### config.mk
export PLATFORM = sky130hd
export DESIGN_NAME = mult8x8_seq
export DESIGN_NICKNAME = d
export VERILOG_FILES = /design/src/rtl/mult8x8_seq.sv
export SDC_FILE = /design/constraint.sdc
export NUM_CORES = 1
export LEC_CHECK = 0
export BUFFER_PORTS_ARGS = -buffer_cell sky130_fd_sc_hd__buf_2
export CAP_MARGIN = 0
export CORE_MARGIN = 5
export CORE_UTILIZATION = 50
export CTS_CLUSTER_SIZE = 28
export DETAILED_ROUTE_END_ITERATION = 6
export PLACE_DENSITY = 0.73
export SLEW_MARGIN = 20
export SYNTH_ARGS = -nofsm -noshare
export SYNTH_HDL_FRONTEND = slang
export SYNTH_SLANG_ARGS = --single-unit
### constraint.sdc
create_clock -name clk -period 6.45 [get_ports clk]
set_clock_uncertainty 0.05 [all_clocks]
set_input_delay 0.645 -clock clk [delete_from_list [all_inputs] [get_ports clk]]
set_output_delay 0.645 -clock clk [all_outputs]
set_load 0.05 [all_outputs]
### src/rtl/mult8x8_seq.sv
// mult8x8_seq: sequential 8x8 unsigned multiplier accumulating four 4x4 partial products.
module mult8x8_seq (
  input  logic        clk,
  input  logic        rst_n,
  input  logic        start,
  input  logic [7:0]  dataa,
  input  logic [7:0]  datab,
  output logic [15:0] product,
  output logic        done,
  output logic [2:0]  state_out
);
  typedef enum logic [2:0] {IDLE = 3'b000, LSB = 3'b001, MID = 3'b010, MSB = 3'b011, ERR = 3'b100} state_t;
  state_t      r_state;
  logic [7:0]  r_a, r_b;
  logic [15:0] r_acc;
  logic [1:0]  r_cnt;
  logic        r_done;
  logic [3:0]  w_x, w_y;
  logic [7:0]  w_pp;
  logic [1:0]  w_sh;
  logic [15:0] w_term;
  // cnt bit 0 picks the multiplicand nibble, bit 1 the multiplier nibble
  assign w_x       = r_cnt[0] ? r_a[7:4] : r_a[3:0];
  assign w_y       = r_cnt[1] ? r_b[7:4] : r_b[3:0];
  assign w_pp      = w_x * w_y;
  assign w_sh      = {r_cnt[1] & r_cnt[0], r_cnt[1] ^ r_cnt[0]};
  assign w_term    = {8'b0, w_pp} << {w_sh, 2'b00};
  assign product   = r_acc;
  assign done      = r_done;
  assign state_out = r_state;
  always_ff @(posedge clk or negedge rst_n)
    if (!rst_n) begin
      r_state <= IDLE;
      r_a     <= '0;
      r_b     <= '0;
      r_acc   <= '0;
      r_cnt   <= '0;
      r_done  <= 1'b0;
    end else begin
      case (r_state)
        IDLE: if (start) begin
          r_a     <= dataa;
          r_b     <= datab;
          r_acc   <= '0;
          r_cnt   <= '0;
          r_done  <= 1'b0;
          r_state <= LSB;
        end
        LSB, MID, MSB: if (start) begin
          r_acc   <= '0;
          r_cnt   <= '0;
          r_done  <= 1'b0;
          r_state <= ERR;
        end else begin
          r_acc   <= r_acc + w_term;
          r_cnt   <= r_cnt + 2'd1;
          r_done  <= r_state == MSB;
          r_state <= r_state == LSB ? MID : r_state == MSB ? IDLE : (r_cnt == 2'd1 ? MID : MSB);
        end
        ERR: r_state <= start ? ERR : IDLE;
        default: r_state <= IDLE;
      endcase
    end
endmodule

==> results of run 1 <==
[stage by stage]
step                setup WS, ns  hold WS (ns)  area [um^2]  instances    util
detailed placement         1.201        0.4461         3040        395  0.5556
CTS                        1.203        0.4336         3139        403  0.5736
floorplan                  1.539        0.2994         2813        297       -
global placement           1.339        0.4387         3040        395  0.5556
finish                     1.232        0.3952         3139        403  0.5736
global route              0.9306        0.4804         3139        403  0.5736
[cell families (layout without fill, tap and decap cells)]
kind of cell | Yosys count | after routing
fa+ha+maj | 34 | 34
xor+xnor | 19 | 19
flops | 38 | 38
mux | 28 | 28
simple gates | 89 | 89
compound gates | 65 | 65
buf+inv | 24 | 58
[per-layer routing]
| metal | vias up | wire length [um] | track usage |
|---|---|---|---|
| li1 | 1105 | - | - |
| met4 | 0 | 95 | 0.05755 |
| met2 | 47 | 2855 | 0.3079 |
| met5 | - | 0 | 0 |
| met3 | 11 | 271 | 0.03786 |
| met1 | 1012 | 2631 | 0.2110 |
[how the worst min path moves through the flow]
| stage | slack (ns) | from | to |
|---|---|---|---|
| floorplan | 0.30 | rst_n | done |
| global placement | 0.44 | done | done |
| detailed placement | 0.45 | r_a[3] | r_a[3] |
| CTS | 0.43 | rst_n | product[8] |
| global route | 0.48 | rst_n | product[8] |
| finish | 0.40 | rst_n | product[8] |
[registers in the layout, indices dropped and copies added, names as in the netlist]
| name | flops |
|---|---|
| product | 16 |
| r_a | 8 |
| r_b | 8 |
| state_out | 3 |
| r_cnt | 2 |
| done | 1 |
[layout make-up]
cell class	count	area (um^2)	area share
clock buffers	6	82.58	0.02631
clock inverters	2	16.27	0.005181
inverters	12	45.04	0.01435
multi-input cells	235	1764	0.5620
flip-flops and latches	38	950.9	0.3029
well taps	72	90.09	0.02870
repair buffers	38	190.2	0.06058
[Yosys cell counts (2+ instances only)]
cell type / number / area [um^2]
a211oi_1: 2 / 15.01
a21o_1: 7 / 52.55
a21oi_1: 14 / 70.07
a22o_1: 4 / 35.03
a31oi_1: 2 / 12.51
and2_1: 2 / 12.51
and3_1: 3 / 18.77
buf_2: 3 / 15.01
clkbuf_1: 7 / 26.28
dfrtp_1: 38 / 950.9
fa_1: 5 / 100.1
ha_1: 29 / 362.9
inv_1: 12 / 45.04
mux2_2: 16 / 180.2
mux2i_1: 12 / 120.1
nand2_1: 34 / 127.6
nand2b_1: 2 / 12.51
nand3_1: 2 / 10.01
nor2_1: 28 / 105.1
nor2b_1: 2 / 12.51
nor3_1: 4 / 20.02
o211ai_1: 2 / 15.01
o21ai_0: 22 / 110.1
o21bai_1: 4 / 30.03
or2_2: 5 / 31.28
xnor2_1: 12 / 105.1
xor2_1: 7 / 61.31
==> impl_results.md, run 1 <==
* Post-layout net count at 383
* Worst path slowest cell: fa_1
* Die width at 85 um
* CTS clk-pin slew, worst paths at roughly 0.09 ns
* Adder-cell area share of the yosys netlist at 0.1646
* CP startpoint: r_cnt[1]
* Core area at approximately 5500 um^2
* Filler Cell Count at between 500 and 600
* # DRC at 0
* Post-layout min period at 5.218 ns
* Unrepaired setup endpoints after global routing: false
* XOR/XNOR share of the synthesized area at 0.05916
* Inserted Clock Buffers at 5
* Number of global-route vias before repair at 2,256
* Post-Route WL at 5854 um
* CP required at 6.63 ns
* Site Rows at 27
* Compound-Gate Fraction of Synth Area at 0.1472
* CTS Buffer Depth at 2
* PortBufs at 38
* Via/cell ratio at between 5 and 6
* Fin crit share at 0.8090
* Setup TNS at 0 ns
* FF-to-FF End: product[15]
* Layout area overhead at 11.61%
* R2r worst-path depth at 18
* Largest net degree at the start of global routing at 39
* Synth Flop Type: dfrtp_1
* CP top delay family: adder cells
* Setup bufs post-CTS at 0
* FF+latch count, synth at 38
* R2R Setup Slk at about 1.2 ns
* First-pass GRT wire length at a little over 10,000 um
* Clk sinks at 38
* CTS Hold Bufs at 0
* Initial antenna violation count at 0
* # setup viols final at 0
* Avg Cell Area, Syn at around 9.5 um^2
* DRT antenna net count at 0
* Post-CTS sizing at 0
* Slew headroom at 0.3573
* Worst Tran Pin Value at 0.9600 ns
* Post-DP HPWL at 4566 um
* RR Startpoint: r_cnt[1]
* Async set or reset register ratio after synthesis at 1.000
* Most frequent cells in the layout: 38 x dfrtp_1, 38 x buf_2, 34 x nand2_1, 29 x ha_1, 28 x nor2_1
* Max frequency at 191.6 MHz
* Mux contribution to synthesized area at 0.1068
* Worst-path fanout max at 7
* CP bufs+invs at 1
* Synthesized cell area at 2813 um^2
* Yosys cell types at 44
* Synth Instances at roughly 300
* Total grt overflow at 0
* Mapped Nets at 350
* Via count at 2,175
* Starting Density at 0.5139
* H-tree levels at 2
* CP Data Arrival Time at 5.39 ns
* Die Ht at 85 um
* Status: finished clean
* Startpoint Class: register
* Drt first pass iters at 4
* Final slew viol count at 0
* Critical path's largest stage delay at 0.54 ns
* Synth warnings at 0
* Hold crit path type: primary input to asynchronous set/reset pin
* Crit-path cells: mux2i_1 > or2_2 > fa_1 > inv_1 > fa_1 > ha_1 > a21oi_1 > o2111ai_2 > xnor2_1 > or3_2 > o21ai_0 > ha_1 > and3_1 > a221o_1 > a21oi_1 > o21ai_2 > xor2_1 > o211ai_1
* Placer congestion estimate at 0.9067
* Die area at 7225 um^2
* Seq/Total Area, Yosys at 0.3381
* Hold Violations, Final at 0
* Critical path depth in cells at 18
* Share of cells above drive strength 1 at 0.2175
* Initial DRC Count at 65
* Diodes inserted at 0
* Number of synthesized flops with an enable pin at 0
* Critical path class: register to register
* Max-cap viol count at 0
* Root buf cell: clkbuf_8
* Later-pin clock latency in the skew report at 0.30 ns
* WL/cell at 14.53 um
* Largest family of logic cells by synthesized area: adder cells
* Post-synthesis simple-gate area fraction at 0.1495
* GRT Util Overall at 0.1750
* Worst Setup End Kind: register
* Setup crit end: product[15]
* CTS tree: done
* Ports at 39
Power of run 1 is not shown: default switching activity piles up to over one toggle a cycle in this logic, so the estimate is an artifact.
==> run 2, diff against run 1 <==
==> constraint.sdc (replaced) <==
create_clock -name clk -period 4.9 [get_ports clk]
set_clock_uncertainty 0.05 [all_clocks]
set_input_delay 0.49 -clock clk [delete_from_list [all_inputs] [get_ports clk]]
set_output_delay 0.49 -clock clk [all_outputs]
set_load 0.05 [all_outputs]
==> run 2 against run 1 <==
Net effect:
- non-clock buffer count up 15
- cell count up 3.7%
- die area unchanged
- first-iteration DRC count up 77%
- flip-flop and latch count unchanged
- via count up 5.8%
- count of clock-buffer cells in the layout unchanged
- sequential share of layout area down 1.9 points
- setup slack worse by 1.1 ns
- global-route usage up 0.47 points
- critical path type unchanged
- critical path depth unchanged
- largest cell class unchanged
==> impl_results.md, run 2 (synthesis results as in run 1) <==
* First-pass GRT wire length at 10,560 um (was 10,340 um)
* Crit-path cells: mux2i_2 > or2_4 > fa_1 > inv_2 > fa_1 > ha_1 > a21oi_2 > o2111ai_2 > xnor2_2 > or3_2 > o21ai_2 > ha_1 > and3_4 > a221o_1 > a21oi_2 > o21ai_2 > xor2_1 > o211ai_1 (was mux2i_1 > or2_2 > fa_1 > inv_1 > fa_1 > ha_1 > a21oi_1 > o2111ai_2 > xnor2_1 > or3_2 > o21ai_0 > ha_1 > and3_1 > a221o_1 > a21oi_1 > o21ai_2 > xor2_1 > o211ai_1)
* Worst path slowest cell: fa_1 (unchanged)
* Slew headroom at 0.3666 (was 0.3573)
* Post-layout net count at 398 (was 383)
* Via/cell ratio at 5.505 (was 5.397)
* Post-layout min period at 4.817 ns (was 5.218 ns)
* DRT antenna net count at 0 (unchanged)
* Status: finished clean (unchanged)
* H-tree levels at 2 (unchanged)
* Starting Density at 0.5139 (unchanged)
* Max-cap viol count at 0 (unchanged)
* Dpl cell area at 3123 um^2 (was 3040 um^2)
* RR Startpoint: r_cnt[0] (was r_cnt[1])
* Post-route setup slack at 0.08264 ns (was 1.232 ns)
* WL/cell at 15.09 um (was 14.53 um)
* Core area at 5473 um^2 (unchanged)
* Unrepaired setup endpoints after global routing: true (was false)
* Die Ht at 85 um (unchanged)
* Root buf cell: clkbuf_8 (unchanged)
* Critical path class: register to register (unchanged)
* Drt first pass iters at 4 (unchanged)
* Hold crit path type: primary input to asynchronous set/reset pin (unchanged)
* # setup viols final at 0 (unchanged)
* Via count at 2,301 (was 2,175)
* Critical path's largest stage delay at 0.54 ns (about the same)
* Commonest non-fill, non-tap cell in the layout: buf_2
* Initial antenna violation count at 0 (unchanged)
* Diodes inserted at 0 (unchanged)
* Post-DP HPWL at 4710 um (was 4566 um)
* Share of cells above drive strength 1 at 0.2890 (was 0.2175)
* CP Data Arrival Time at 4.98 ns (was 5.39 ns)
* Die area at 7225 um^2 (unchanged)
* FF-to-FF End: product[15] (unchanged)
* Worst Tran Pin Value at 0.9462 ns (was 0.9600 ns)
* PortBufs at 38 (unchanged)
* Largest net degree at the start of global routing at 39 (unchanged)
* CTS Buffer Depth at 2 (unchanged)
* Clk sinks at 38 (unchanged)
* Fin crit share at 0.9831 (was 0.8090)
* Final slew viol count at 0 (unchanged)
* Die width at 85 um (unchanged)
* Startpoint Class: register (unchanged)
* R2R Setup Slk at 0.08 ns (was 1.23 ns)
* Number of global-route vias before repair at 2,385 (was 2,256)
* Layout area overhead at 19.04% (was 11.61%)
* Placer congestion estimate at 0.8953 (was 0.9067)
* CTS clk-pin slew, worst paths at 0.09 ns (about the same)
* Max frequency at 207.6 MHz (was 191.6 MHz)
* Later-pin clock latency in the skew report at 0.30 ns (about the same)
* CP required at 5.06 ns (was 6.63 ns)
* Max FFs per register at 16 (unchanged)
* Worst-path fanout max at 5 (was 7)
* Hold Violations, Final at 0 (unchanged)
* CTS tree: done (unchanged)
* Worst Setup End Kind: register (unchanged)
* Filler Cell Count at 498 (was 520)
* Site Rows at 27 (unchanged)
* Inserted Clock Buffers at 5 (unchanged)
* Post-Route WL at 6309 um (was 5854 um)
* GRT Util Overall at 0.1796 (was 0.1750)
* Initial DRC Count at 115 (was 65)
* R2r worst-path depth at 18 (unchanged)
* Worst slack at placement at -0.1519 ns (was 1.201 ns)
* Ports at 39 (unchanged)
* Total grt overflow at 0 (unchanged)
* Most frequent cells in the layout: 38 x buf_2, 37 x dfrtp_1, 34 x nand2_1, 29 x ha_1, 28 x nor2_1 (was 38 x dfrtp_1, 38 x buf_2, 34 x nand2_1, 29 x ha_1, 28 x nor2_1)
* CP startpoint: r_cnt[0] (was r_cnt[1])
* Design area at 3348 um^2 (was 3139 um^2)
* # DRC at 0 (unchanged)
[run 2: worst max path at each step]
stage                  endpoint  slack, ns  depth (start not counted)
floorplan           product[15]       0.05                         19
global placement    product[15]      -0.08                         18
detailed placement  product[15]      -0.15                         18
CTS                 product[15]       0.01                         18
global route        product[15]      -0.13                         18
finish              product[15]       0.08                         18
[run 2: timing repair]
| item | 4_1_cts | 5_1_grt |
|---|---|---|
| pin swaps | 4 | 19 |
| gates resized for setup | 5 | 16 |
| buffers inserted | 2 | 2 |
| hold buffers | 0 | 0 |
| setup endpoints to repair | 3 | 5 |
| cloned | 0 | 0 |
[run 2: routing by layer]
layer | GRT usage | up-vias | share of wire
met5 | 0 | - | 0
met4 | 0.06331 | 0 | 0.026
met3 | 0.03981 | 18 | 0.033
met2 | 0.3277 | 47 | 0.50
met1 | 0.2045 | 1104 | 0.44
li1 | - | 1132 | -
[run 2: metrics by stage]
step	hold slack [ns]	utilization	setup TNS [ns]	instances
finish	0.2502	0.6118	0	418
floorplan	0.1444	-	0	297
detailed placement	0.4466	0.5706	-0.1635	406
global placement	0.4383	0.5706	-0.08220	406
global route	0.3411	0.6118	-0.1597	418
CTS	0.2759	0.6015	0	416
[run 2: layout make-up]
cell class              count  area [um^2]  area share
flip-flops and latches     38        952.2      0.2844
clock inverters             2        60.06     0.01794
inverters                  12        45.04     0.01345
well taps                  72        90.09     0.02691
multi-input cells         235         1815      0.5422
repair buffers             53        302.8     0.09043
clock buffers               6        82.58     0.02466
[run 2: critical path: cells and delay by family (launching register included)]
family,cells,cell delay [ns]
mux,1,0.18
flops,1,0.48
buf+inv,1,0.04
fa+ha+maj,4,1.61
simple gates,3,0.86
xor+xnor,2,0.36
compound gates,7,1.15
Power of run 2 is left out for the same reason.
==> run 3, diff against run 2 <==
--- a/config.mk
+++ b/config.mk
@@ -5,12 +5,14 @@
 export SDC_FILE = /design/constraint.sdc
 export NUM_CORES = 1
 export LEC_CHECK = 0
+export ABC_AREA = 1
 export BUFFER_PORTS_ARGS = -buffer_cell sky130_fd_sc_hd__buf_2
-export CAP_MARGIN = 0
+export CAP_MARGIN = 20
 export CORE_MARGIN = 5
 export CORE_UTILIZATION = 50
 export CTS_CLUSTER_SIZE = 28
 export DETAILED_ROUTE_END_ITERATION = 6
+export GPL_TIMING_DRIVEN = 0
 export PLACE_DENSITY = 0.73
 export SLEW_MARGIN = 20
 export SYNTH_ARGS = -nofsm -noshare
==> run 3 against run 2 <==
Net effect:
- count of clock-buffer cells in the layout decreased by 1
- non-clock buffer count decreased by 6
- maximum frequency increased by 3.2%
- cell count increased by 21%
- wire length increased by 5.6%
- highest routed layer unchanged
==> impl_results.md, run 3 <==
* Status: finished clean (unchanged)
* Drt first pass iters at 4 (unchanged)
* WL/cell at 13.14 um (was 15.09 um)
* Die Ht at 87.00 um (was 85 um)
* Clk sinks at 38 (unchanged)
* Diodes inserted at 0 (unchanged)
* Post-DP HPWL at 5113 um (was 4710 um)
* # DRC at 0 (unchanged)
* CTS clk-pin slew, worst paths at 0.09 ns (about the same)
* Fin crit share at 0.9525 (was 0.9831)
* Top cell type's share of synthesized area at 0.3208 (was 0.3381)
* Starting Density at 0.5066 (was 0.5139)
* # setup viols final at 0 (unchanged)
* Seq/Total Area, Yosys at 0.3208 (was 0.3381)
* Die width at 87.00 um (was 85 um)
* Clk pwr share at 0.123
* Core area at 5851 um^2 (was 5473 um^2)
* Layout area overhead at 17.01% (was 19.04%)
* H-tree levels at 2 (unchanged)
* Commonest non-fill, non-tap cell in the layout: nand2_1 (was buf_2)
* Number of global-route vias before repair at 2,628 (was 2,385)
* Overall power at 2675 uW
* Die area at 7568 um^2 (was 7225 um^2)
* Ports at 39 (unchanged)
* Leakage power at ~0.0019 uW
* First-pass GRT wire length at 11,450 um (was 10,560 um)
* Max IR drop VDD at 0.0003634 V
* Post-layout min period at 4.667 ns (was 4.817 ns)
* Setup TNS at 0 ns (unchanged)
* Initial antenna violation count at 0 (unchanged)
* Mapped Nets at 438 (was 350)
* Critical path class: register to register (unchanged)
* Final slew viol count at 0 (unchanged)
* Synth Instances at 385 (was 297)
* Synth area leaders: dfrtp_1 32%, nand2_1 16%, ha_1 12% (was dfrtp_1 34%, ha_1 13%, mux2_2 6.4%)
* Worst Tran Pin Value at 0.8497 ns (was 0.9462 ns)
* Unrepaired setup endpoints after global routing: true (unchanged)
* CP Data Arrival Time at 4.81 ns (was 4.98 ns)
* Most frequent cells in the layout: 123 x nand2_1, 41 x buf_2, 38 x dfrtp_1, 34 x nor2_1 (was 38 x buf_2, 37 x dfrtp_1, 34 x nand2_1, 29 x ha_1, 28 x nor2_1)
* CTS Hold Bufs at 0 (unchanged)
* Seq pwr share at 0.192
* Async set or reset register ratio after synthesis at 1.000 (unchanged)
* Most frequent cells after synthesis: 124 x nand2_1, 38 x dfrtp_1, 35 x nor2_1 (was 38 x dfrtp_1, 34 x nand2_1, 29 x ha_1)
* Initial DRC Count at 119 (was 115)
* PortBufs at 38 (unchanged)
* Startpoint Class: register (unchanged)
* Psw at 1396 uW
* CTS tree: done (unchanged)
* Slew headroom at 0.4336 (was 0.3666)
* Via/cell ratio at 5.237 (was 5.505)
* Largest net degree at the start of global routing at 39 (unchanged)
* CTS Buffer Depth at 2 (unchanged)
* Hold crit path type: primary input to asynchronous set/reset pin (unchanged)
* Post-Route WL at 6664 um (was 6309 um)
* Sw Ratio at 0.5220
* Yosys cell types at 41 (was 44)
* Pwr dens at roughly 770 nW/um^2
* Synth warnings at 0 (unchanged)
* Synthesized cell area at 2964 um^2 (was 2813 um^2)
* GRT Util Overall at 0.1880 (was 0.1796)
* Root buf cell: clkbuf_8 (unchanged)
* Share of cells above drive strength 1 at 0.2130 (was 0.2890)
* Avg Cell Area, Syn at 7.699 um^2 (was 9.470 um^2)
* Worst-path fanout max at 6 (was 5)
* DRT antenna net count at 0 (unchanged)
* Later-pin clock latency in the skew report at 0.29 ns (was 0.30 ns)
* Dpl cell area at 3248 um^2 (was 3123 um^2)
* Number of synthesized flops with an enable pin at 0 (unchanged)
* FF+latch count, synth at 38 (unchanged)
* Total grt overflow at 0 (unchanged)
* Via count at 2,655 (was 2,301)
* Area leader, netlist: dfrtp_1 (unchanged)
* CP required at 5.04 ns (was 5.06 ns)
* Worst Setup End Kind: register (unchanged)
* Synth Flop Type: dfrtp_1 (unchanged)
* Comb power frac at 0.685
* Total internal power at 1278 uW
* Max FFs per register at 16 (unchanged)
* Max frequency at 214.3 MHz (was 207.6 MHz)
* Site Rows at 28 (was 27)
* Max-cap viol count at 0 (unchanged)
* Top-count cell post-synth: nand2_1 (was dfrtp_1)
* Design area at 3468 um^2 (was 3348 um^2)
* Post-layout net count at 484 (was 398)
* Inserted Clock Buffers at 5 (unchanged)
* Placer congestion estimate at 0.8695 (was 0.8953)
* Hold Violations, Final at 0 (unchanged)
run 3: changes by cell type after synthesis, sizes merged, moves of 4 or more:
cell / delta
a21oi: +11
nand3: +12
a21o: -4
xor2: -5
nor2: +12
mux2i: -4
clkbuf: -6
nand4: +5
inv: +21
mux2: -16
nand2: +91
xnor2: -10
run 3: per-stage QoR:
step | hold WS, ns | util | instances | setup slack (ns)
6_report | 0.2421 | 0.5928 | 507 | 0.2327
5_1_grt | 0.3308 | 0.5928 | 507 | -0.02288
4_1_cts | 0.2628 | 0.5787 | 506 | 0.03317
3_5_place_dp | 0.4158 | 0.5552 | 498 | 0.1143
3_3_place_gp | 0.4113 | 0.5552 | 498 | 0.1749
2_1_floorplan | 0.1444 | - | 385 | 0.5265
run 3: critical path, stage by stage (launching register included):
cell,delay (ns)
dfrtp_1,0.41
buf_2,0.19
mux2i_2,0.19
or2_2,0.30
fa_1,0.53
inv_1,0.05
fa_1,0.56
inv_1,0.07
fa_2,0.42
o21ai_2,0.17
xnor2_2,0.15
nand2_1,0.09
o21ai_2,0.08
nor2_1,0.07
ha_1,0.37
nand2_1,0.11
nor2_2,0.13
nand3_1,0.14
nand3_4,0.14
inv_2,0.05
o21bai_4,0.11
nand2_1,0.06
nand2_1,0.07
o21ai_2,0.05
run 3: logic make-up after synthesis:
group | after synthesis | share of synthesized area
simple gates | 193 | 0.2862
compound gates | 67 | 0.1380
buf+inv | 41 | 0.05993
flops | 38 | 0.3208
fa+ha+maj | 34 | 0.1562
mux | 8 | 0.02702
xor+xnor | 4 | 0.01182
run 3: worst paths after layout:
| check | startpoint | endpoint | slack, ns | cells past startpoint |
|---|---|---|---|---|
| hold / removal | rst_n | product[4] | 0.24 | 1 |
| min in group clk | datab[2] | r_b[2] | 0.33 | 3 |
| max in group asynchronous | rst_n | r_a[7] | 4.01 | 1 |
| setup / recovery | r_cnt[0] | product[12] | 0.23 | 23 |
| hold reg to reg | r_a[2] | r_a[2] | 0.44 | 2 |
| setup reg to reg | r_cnt[0] | product[12] | 0.23 | 23 |
run 3: area by class of cell:
| type | instances | area, um^2 |
|---|---|---|
| Tap cell | 75 | 93.84 |
| Sequential cell | 38 | 950.9 |
| Inverter | 33 | 128.9 |
| Buffer | 8 | 48.80 |
| Timing Repair Buffer | 39 | 197.7 |
| Multi-Input combinational cell | 306 | 1911 |
| Fill cell | 549 | 2382 |
| Clock inverter | 3 | 68.82 |
| Clock buffer | 5 | 68.82 |
run 3: power groups by stage:
stage | clock network, uW | logic, uW | registers, uW
5_1_grt | 346 | 2050 | 532
3_3_place_gp | 0 | 1650 | 512
3_5_place_dp | 0 | 1690 | 516
4_1_cts | 335 | 1710 | 510
2_1_floorplan | 0 | 1190 | 636
6_report | 328 | 1830 | 515
run 3: what timing repair did:
| action | in CTS | in global routing |
|---|---|---|
| setup endpoints to repair | 0 | 10 |
| buffers inserted | 0 | 1 |
| gates resized for setup | 0 | 19 |
run 3: metal layers:
metal / vias up / global-route usage / part of all wire
li1: 1356 / - / -
met4: 0 / 0.06516 / 0.026
met2: 54 / 0.3382 / 0.50
met5: - / 0 / 0
met3: 14 / 0.03406 / 0.040
met1: 1231 / 0.2229 / 0.44
(Power assumes the default switching activity.)
